**config.mk**
```make
export PLATFORM = sky130hd
export DESIGN_NAME = mean_sched
export DESIGN_NICKNAME = d
export VERILOG_FILES = /design/src/rtl/mean_sched.sv
export SDC_FILE = /design/constraint.sdc
export NUM_CORES = 1
export LEC_CHECK = 0
export BUFFER_PORTS_ARGS = -buffer_cell sky130_fd_sc_hd__buf_2
export CORE_MARGIN = 2
export CORE_UTILIZATION = 25
export CTS_CLUSTER_DIAMETER = 80
export DETAILED_ROUTE_END_ITERATION = 8
export PLACE_DENSITY = 0.45
export SETUP_SLACK_MARGIN = 0.5
export SYNTH_ARGS = -nofsm -noshare
export SYNTH_HDL_FRONTEND = slang
export SYNTH_SLANG_ARGS = --single-unit
```
**constraint.sdc**
```tcl
create_clock -name clk -period 3.6 [get_ports clk]
set_input_delay 0.72 -clock clk [delete_from_list [all_inputs] [get_ports clk]]
set_output_delay 0.72 -clock clk [all_outputs]
set_load 0.03 [all_outputs]
```
**src/rtl/mean_sched.sv**
```systemverilog
// mean_sched: frame-level sequencer for the zone-mean datapath.
// Arms on vsync, gates exactly PIX_PER_FRAME active pixels into the mean
// calculator, captures the zone means on mean_done into a shadow bank and
// drains them zone by zone over a valid/ready stream.
// Optional watchdog in WAIT_MEAN: define MEAN_SCHED_TMO_EN.
`timescale 1ns/1ps

module mean_sched #(
  parameter int unsigned ZONES         = 16,
  parameter int unsigned MW            = 4,
  parameter int unsigned PIX_PER_FRAME = 1024,
  parameter int unsigned TMO_CYC       = 4096
) (
  input  logic                       clk,
  input  logic                       rst,
  input  logic                       en,
  input  logic                       vsync,
  input  logic                       de_i,
  input  logic [23:0]                pix_i,
  output logic                       data_en,
  output logic [23:0]                data,
  input  logic                       mean_done,
  input  logic [ZONES*MW-1:0]        MeanR,
  input  logic [ZONES*MW-1:0]        MeanG,
  input  logic [ZONES*MW-1:0]        MeanB,
  output logic                       zone_valid,
  input  logic                       zone_ready,
  output logic [$clog2(ZONES)-1:0]   zone_idx,
  output logic [3*MW-1:0]            zone_rgb,
  output logic                       zone_err,
  output logic                       busy,
  output logic                       frame_done,
  output logic [7:0]                 frame_cnt,
  output logic                       err_tmo
);

  localparam int unsigned ZW = $clog2(ZONES);
  localparam int unsigned CW = $clog2(PIX_PER_FRAME);

  typedef enum logic [2:0] {
    S_IDLE,
    S_ARM,
    S_ACCUM,
    S_WAIT_MEAN,
    S_DRAIN
  } state_t;

  state_t              r_state;
  logic [CW-1:0]       r_pix_cnt;
  logic [ZW-1:0]       r_zone;
  logic                r_bad;
  logic [ZONES*MW-1:0] r_sh_r;
  logic [ZONES*MW-1:0] r_sh_g;
  logic [ZONES*MW-1:0] r_sh_b;

  logic w_last_pix;
  logic w_accept;
  logic w_last_zone;
  logic w_tmo;

  assign w_last_pix  = (r_state == S_ACCUM) && de_i &&
                       (r_pix_cnt == CW'(PIX_PER_FRAME - 1));
  assign w_accept    = zone_valid && zone_ready;
  assign w_last_zone = w_accept && (r_zone == ZW'(ZONES - 1));

`ifdef MEAN_SCHED_TMO_EN
  localparam int unsigned TW = $clog2(TMO_CYC);

  logic [TW-1:0] r_tmo_cnt;
  logic          r_err_tmo;

  assign w_tmo   = (r_state == S_WAIT_MEAN) && !mean_done &&
                   (r_tmo_cnt == TW'(TMO_CYC - 1));
  assign err_tmo = r_err_tmo;

  // Watchdog: count cycles spent in WAIT_MEAN; error flag is sticky until reset
  always_ff @(posedge clk) begin
    if (rst) begin
      r_tmo_cnt <= '0;
      r_err_tmo <= 1'b0;
    end else begin
      if (r_state == S_WAIT_MEAN) r_tmo_cnt <= r_tmo_cnt + 1'b1;
      else                        r_tmo_cnt <= '0;
      if (w_tmo) r_err_tmo <= 1'b1;
    end
  end
`else
  assign w_tmo   = 1'b0;
  assign err_tmo = 1'b0;
`endif

  // Sequencer: frame arming, pixel gating, mean capture and zone drain
  always_ff @(posedge clk) begin
    if (rst) begin
      r_state    <= S_IDLE;
      r_pix_cnt  <= '0;
      r_zone     <= '0;
      r_bad      <= 1'b0;
      r_sh_r     <= '0;
      r_sh_g     <= '0;
      r_sh_b     <= '0;
      data_en    <= 1'b0;
      data       <= '0;
      frame_done <= 1'b0;
      frame_cnt  <= '0;
    end else begin
      frame_done <= 1'b0;
      data_en    <= 1'b0;
      case (r_state)
        S_IDLE: begin
          if (en) r_state <= S_ARM;
        end
        S_ARM: begin
          if (vsync) begin
            r_pix_cnt <= '0;
            r_state   <= S_ACCUM;
          end
        end
        S_ACCUM: begin
          data_en <= de_i;
          if (de_i) begin
            data      <= pix_i;
            r_pix_cnt <= r_pix_cnt + 1'b1;
          end
          // early vsync only marks the frame; counting continues so the
          // calculator still sees a full frame of pixels
          if (vsync) r_bad <= 1'b1;
          if (w_last_pix) r_state <= S_WAIT_MEAN;
        end
        S_WAIT_MEAN: begin
          if (mean_done) begin
            r_sh_r  <= MeanR;
            r_sh_g  <= MeanG;
            r_sh_b  <= MeanB;
            r_zone  <= '0;
            r_state <= S_DRAIN;
          end else if (w_tmo) begin
            // shadow bank left untouched: previous frame's means are re-sent
            r_bad   <= 1'b1;
            r_zone  <= '0;
            r_state <= S_DRAIN;
          end
        end
        S_DRAIN: begin
          if (w_accept) begin
            r_zone <= r_zone + 1'b1;
            if (w_last_zone) begin
              frame_done <= 1'b1;
              frame_cnt  <= frame_cnt + 1'b1;
              r_bad      <= 1'b0;
              r_state    <= en ? S_ARM : S_IDLE;
            end
          end
        end
        default: r_state <= S_IDLE;
      endcase
    end
  end

  assign busy       = (r_state != S_IDLE);
  assign zone_valid = (r_state == S_DRAIN);
  assign zone_idx   = r_zone;
  assign zone_err   = zone_valid && r_bad;
  assign zone_rgb   = zone_valid ? {r_sh_r[r_zone*MW +: MW],
                                    r_sh_g[r_zone*MW +: MW],
                                    r_sh_b[r_zone*MW +: MW]} : '0;

endmodule

```
==> results of run 1 <==
[layer usage]
metal / global-route usage, % / up-vias / share of wire, % / wire length (um)
met5: 0 / - / 0.13 / 47
met4: 3.70 / 8 / 2.0 / 730
li1: - / 4632 / - / -
met3: 2.90 / 52 / 5.2 / 1890
met1: 24.0 / 4511 / 49 / 17800
met2: 25.1 / 263 / 44 / 15700
[repair_timing]
item | in CTS | in global routing
setup endpoints to repair | 13 | 12
gates cloned | 2 | 0
setup buffers | 15 | 2
hold buffers | 0 | 0
resized for setup | 16 | 1
[path summary, 6_finish.rpt]
kind                            startpoint                   endpoint  slack [ns]  cells after the start
setup reg to reg  zone_idx[0]$_SDFFE_PP0P_  frame_cnt[7]$_SDFFE_PP0P_        1.28                      7
hold / removal                   MeanR[20]    r_sh_r[20]$_SDFFE_PP0P_        0.39                      3
hold reg to reg    r_sh_r[12]$_SDFFE_PP0P_    r_sh_r[12]$_SDFFE_PP0P_        0.45                      2
setup / recovery  zone_idx[0]$_SDFFE_PP0P_                zone_rgb[2]        0.40                      5
[sequential cells by signal, indices dropped and copies added (netlist names), 3 cells and up]
| name | flops |
|---|---|
| r_sh_r | 64 |
| data | 24 |
| r_pix_cnt | 10 |
| r_sh_g | 64 |
| frame_cnt | 8 |
| r_state | 3 |
| r_sh_b | 64 |
| zone_idx | 4 |
[synthesized netlist by cell type, types with 10 or more instances]
cell type    n  area [um2]
nand2_1    445        1670
dfxtp_1    244        4880
a21oi_1    222        1110
clkbuf_1    57         214
mux4_2      36         811
buf_2       34         170
mux2i_1     25         250
nor2_1      23        86.3
and3_1      13        81.3
a221o_1     12         120
a22o_1      12         105
a22oi_1     12        90.1
xnor2_1     11        96.3
nand3_1     10        50.1
[cells in the final DEF (no fill, tap or decap), types with 18 or more instances in the layout]
master | Yosys | layout
mux2i_1 | 25 | 25
clkbuf_16 | 0 | 29
a21oi_1 | 222 | 222
dfxtp_1 | 244 | 239
buf_2 | 34 | 273
buf_4 | 3 | 18
nor2_1 | 23 | 23
mux4_2 | 36 | 36
nand2_1 | 445 | 445
[cell type report]
type                            instances  area share [%]
Clock buffer                           37            6.05
Clock inverter                          9            1.06
Inverter                                6           0.207
Multi-Input combinational cell        879            37.2
Sequential cell                       244            36.8
Tap cell                              532            5.00
Timing Repair Buffer                  308            13.7
[kinds of logic after synthesis]
logic type	after synthesis	share of synthesized area, %
AOI/OAI and AO/OA	275	15.1
and+or+nand+nor	522	20.5
adders and majority gates	3	0.365
DFF	244	47.5
other	1	0.0365
muxes	63	10.6
buffers and inverters	106	4.73
xor gates and xnor gates	14	1.19
[stage by stage]
stage,cells,utilization [%],cell area [um2],worst slack (ns),hold WS (ns)
2_1_floorplan,1228,-,10300,0.728,0.433
3_3_place_gp,1950,29.7,12100,0.620,0.440
3_5_place_dp,1950,29.7,12100,0.579,0.445
4_1_cts,2013,32.6,13300,0.377,0.353
5_1_grt,2015,32.7,13300,0.320,0.363
6_report,2015,32.7,13300,0.397,0.388
[worst reg2reg max path: stages, from the launching register on]
cell,delay [ns]
dfxtp_4,0.43
buf_6,0.16
buf_4,0.15
ha_1,0.21
nand4_1,0.38
nor4_4,0.46
nand3_2,0.12
mux2_4,0.30
[power groups by stage]
stage          clock network (uW)  logic, uW  registers (uW)
2_1_floorplan                   0        150            2820
3_3_place_gp                    0        346            2820
3_5_place_dp                    0        350            2820
4_1_cts                      3040        355            2760
5_1_grt                      3150        384            2760
6_report                     2940        352            2760
==> impl_metrics.toml, run 1 <==
[run_status]
status = "finished clean"

[critical_path]
critPathMaxFanout = 10
cp_cell_sequence = "buf_12 > mux4_2 > a22o_1 > a221o_1 > buf_2"
critPathTopFamily = "compound AO/OA/AOI/OAI gates"
critPathCaptureType = "primary output"
required_ns = 2.88
slowest_delay_ns = 0.51
cp-start-kind = "flip-flop"
crit_type = "reg2out"
crit_arrival_ns = 2.48
slowest_stage = "mux4_2"
cp_num_buf_inv = 2

[finish]
fill_cells = 4336
antennaDiodeCount = 0
layout-drive-gt1-share_pct = 27.4
seq_area_mm2 = 0.00490
nets = 1694
syn_to_final_growth_pct = 29.4
multi_input_comb_area_mm2 = 0.00495

[sta]
min_period_ns = 3.20
fmax_mhz = 312
final.setup_skew_ns = 0.0188
finalSetupTns_ns = 0
hold_violations = 0
slew_headroom_pct = 38.8
tightest_slew_ns = 0.918
maxSlewViolCount = 0
setup_viol = 0
rsz0062_at_grt = "true"
timing.final.crit_share_pct = 89.0

[logic_synthesis]
synth_edf_count = 0
synth_warnings = 0
async_flop_share_pct = 0
synth_area_per_cell_um2 = 8.38
yosysSeqAreaShare_pct = 47.5
synth-seq-cells = 244
netlist_area_mm2 = 0.0103
netlist_instances = 1228
synthFlopType = "dfxtp_1"
synth_nets = 1454
synthDistinctLibCells = 47

[routing]
postRouteAntennaNets = 0
drt-pass1-iter-count = 5
vias_per_cell = 4.70
drtIter0Drc = 609
wl_per_cell_um = 18.0
drc = 0
num_vias = 9466
finalWirelength_um = 36200

[floorplan]
die_y_um = 207
die_w_um = 207
rows = 74
initial_core_util_pct = 25.2
ios = 277
core_mm2 = 0.0407
dieArea_mm2 = 0.0428

[global_route]
grtUsageTotal_pct = 16.4
grt_pass1_vias = 8920
grt_max_degree = 107
antenna_found_initial = 5
grt_first_pass_wirelength_um = 53400
grt_overflow = 0

[power]
power_density_mw_per_mm2 = 455
pwr-share-clk_pct = 48.6
p_int_uw = 4660
cellLeakagePower_uw = 0.00487
p_comb_share_pct = 5.8
ir_worst_vdd_v = 0.000341
seqPwrFrac_pct = 45.6
p_sw_uw = 1400
p_total_uw = 6060
switching_share_pct = 23.1

[placement]
port_buffers = 275
dp_hpwl_um = 26100
gp_congestion = 0.788

[clock_network]
cts_buffer_depth = 3
cts_sinks = 244
cts_buffers = 29
htreeDepth = 1
clk_pin_slew_ns = 0.06
ctsRootBufferMaster = "clkbuf_16"
insertion_delay_ns = 0.57
cts_tree = "done"

[min_path]
min_path_type = "in2reg"

[run]
maxCapViolations = 0
Power figures use the tool's default switching activity.
==> inputs of run 2 (changes only) <==
--- a/config.mk
+++ b/config.mk
@@ -6,12 +6,15 @@
 export NUM_CORES = 1
 export LEC_CHECK = 0
 export BUFFER_PORTS_ARGS = -buffer_cell sky130_fd_sc_hd__buf_2
+export CELL_PAD_IN_SITES_DETAIL_PLACEMENT = 2
+export CELL_PAD_IN_SITES_GLOBAL_PLACEMENT = 2
 export CORE_MARGIN = 2
 export CORE_UTILIZATION = 25
 export CTS_CLUSTER_DIAMETER = 80
 export DETAILED_ROUTE_END_ITERATION = 8
-export PLACE_DENSITY = 0.45
+export PLACE_DENSITY = 0.78
 export SETUP_SLACK_MARGIN = 0.5
+export SKIP_CTS_REPAIR_TIMING = 1
 export SYNTH_ARGS = -nofsm -noshare
 export SYNTH_HDL_FRONTEND = slang
 export SYNTH_SLANG_ARGS = --single-unit
==> run 2 against run 1 <==
- final cell count grew 0.79%
- sequential cell count is the same
- total power grew 0.71%
- die area is the same
- first-iteration DRC count shrank 19%
- hold slack gained 0.0068 ns
- clock-buffer cell count grew 10
- non-clock buffer count grew 2
- critical path type unchanged
- largest cell class unchanged
==> impl_metrics.toml, run 2 (synthesis gave the netlist of run 1 again) <==
[run_status]
status = "finished clean"

[sta]
maxSlewViolCount = 0
tightest_slew_ns = 0.962
hold_violations = 0
setup_viol = 0
final.setup_skew_ns = 0.0143
timing.final.crit_share_pct = 90.3
fmax_mhz = 307
slew_headroom_pct = 35.9
finalHoldWorstSlack_ns = 0.395
min_period_ns = 3.25
rsz0062_at_grt = "true"

[clock_network]
insertion_delay_ns = 0.56
cts_tree = "done"
cts_sinks = 244
cts_buffers = 30
clk_pin_slew_ns = 0.06
htreeDepth = 1
cts_buffer_depth = 3
ctsRootBufferMaster = "clkbuf_16"

[routing]
postRouteAntennaNets = 0
wl_per_cell_um = 20.7
num_vias = 9840
drt-pass1-iter-count = 4
drc = 0
vias_per_cell = 4.84
drtIter0Drc = 491
finalWirelength_um = 42000

[finish]
layout_commonest_cell = "nand2_1"
final_util_pct = 33.1
syn_to_final_growth_pct = 31.1
reg.largest.list = "r_sh_b (64), r_sh_g (64), r_sh_r (64)"
layout-drive-gt1-share_pct = 27.8
mostFrequentLayoutCells = "nand2_1 (445), buf_2 (262), dfxtp_1 (239)"
fill_cells = 4618
nets = 1699

[critical_path]
reg2reg_depth = 8
cp_cell_sequence = "buf_12 > buf_4 > mux4_2 > a22o_1 > a221o_1 > buf_4"
required_ns = 2.88
rrSetupSlack_ns = 1.18
slowest_delay_ns = 0.52
timing.rr.end = "frame_cnt[7]$_SDFFE_PP0P_"
critPathMostFrequentCell = "buf_4"
critPathCaptureType = "primary output"
crit_type = "reg2out"
critPathMaxFanout = 4
crit_arrival_ns = 2.53
r2r-start = "zone_idx[0]$_SDFFE_PP0P_"
slowest_stage = "mux4_2"
cp-start-kind = "flip-flop"

[power]
p_total_uw = 6100
ir_worst_vdd_v = 0.000349
cellLeakagePower_uw = 0.00492
power_density_mw_per_mm2 = 452

[placement]
gp_congestion = 0.792
dp_hpwl_um = 29200
port_buffers = 275

[min_path]
hp-start = "MeanG[6]"
holdPathStages = 3
min_path_type = "in2reg"
worstHoldEndpoint = "r_sh_g[6]$_SDFFE_PP0P_"

[global_route]
antenna_found_initial = 6
grt_pass1_vias = 10161
gr-usage-met2_pct = 30.1
grt_first_pass_wirelength_um = 59500
grt_most_used_layer = "met2"
gr-usage-met1_pct = 24.2
grt_max_degree = 196
grt_overflow = 0
grtUsageMet3_pct = 3.44
grtUsageTotal_pct = 18.0

[floorplan]
rows = 74
dieArea_mm2 = 0.0428
ios = 277
initial_core_util_pct = 25.2
die_y_um = 207
die_w_um = 207
core_mm2 = 0.0407

[run]
maxCapViolations = 0
## run 2: cell count changes in the layout (fill, tap and decap cells not counted), moves of 2 or more
| cell | before | now |
|---|---|---|
| clkbuf_1 | 3 | 9 |
| and3_4 | 1 | 3 |
| clkbuf_8 | 6 | 8 |
| buf_12 | 12 | 9 |
| buf_6 | 3 | 11 |
| bufinv_16 | 3 | 1 |
| and3_1 | 12 | 10 |
| buf_4 | 18 | 21 |
| buf_2 | 273 | 262 |
| clkinv_2 | 2 | 5 |
| diode_2 | 0 | 3 |
| clkbuf_16 | 29 | 35 |
## run 2: area by class of cell
cell class | count | area, um2 | share of cell area, %
multi-input combinational | 881 | 4980 | 36.9
clock inverter | 8 | 71.3 | 0.529
clock buffer | 47 | 906 | 6.72
sequential | 244 | 4900 | 36.3
timing repair buffer | 310 | 1930 | 14.3
antenna | 3 | 7.51 | 0.0557
inverter | 6 | 27.5 | 0.204
tap | 532 | 666 | 4.93
## run 2: critical path, delay by kind of cell (launching register included)
kind,cells,cell delay [ns]
compound gates,2,0.61
mux,1,0.52
buf+inv,3,0.44
flops,1,0.40
## run 2: how the worst max path moves through the flow
stage,slack [ns],startpoint,to
CTS,-0.1,r_state[2]$_SDFFE_PP0P_,zone_rgb[8]
finish,0.35,zone_idx[0]$_SDFFE_PP0P_,zone_rgb[8]
global placement,0.58,zone_idx[0]$_SDFFE_PP0P_,zone_rgb[3]
global route,0.31,zone_idx[0]$_SDFFE_PP0P_,zone_rgb[8]
detailed placement,0.50,r_state[2]$_SDFFE_PP0P_,zone_rgb[8]
floorplan,0.73,zone_idx[0]$_SDFFE_PP0P_,zone_rgb[2]
## run 2: power by group
group | internal [uW] | switching [uW] | total, uW
Clock | 1790 | 1190 | 2980
Sequential | 2730 | 28.7 | 2760
Combinational | 144 | 212 | 356
Total | 4660 | 1440 | 6100
## run 2: layer usage
layer | share of wire (%) | routed length [um]
met1 | 45 | 18900
met2 | 47 | 19900
met3 | 5.3 | 2230
met4 | 2.3 | 947
met5 | 0.064 | 27
## run 2: stage by stage
step / std cells / TNS [ns] / setup slack [ns] / cell area [um2]
2_1_floorplan: 1228 / 0 / 0.728 / 10300
3_3_place_gp: 1947 / 0 / 0.585 / 12100
3_5_place_dp: 1947 / 0 / 0.504 / 12100
4_1_cts: 2002 / -0.409 / -0.0971 / 13100
5_1_grt: 2028 / 0 / 0.307 / 13500
6_report: 2031 / 0 / 0.348 / 13500
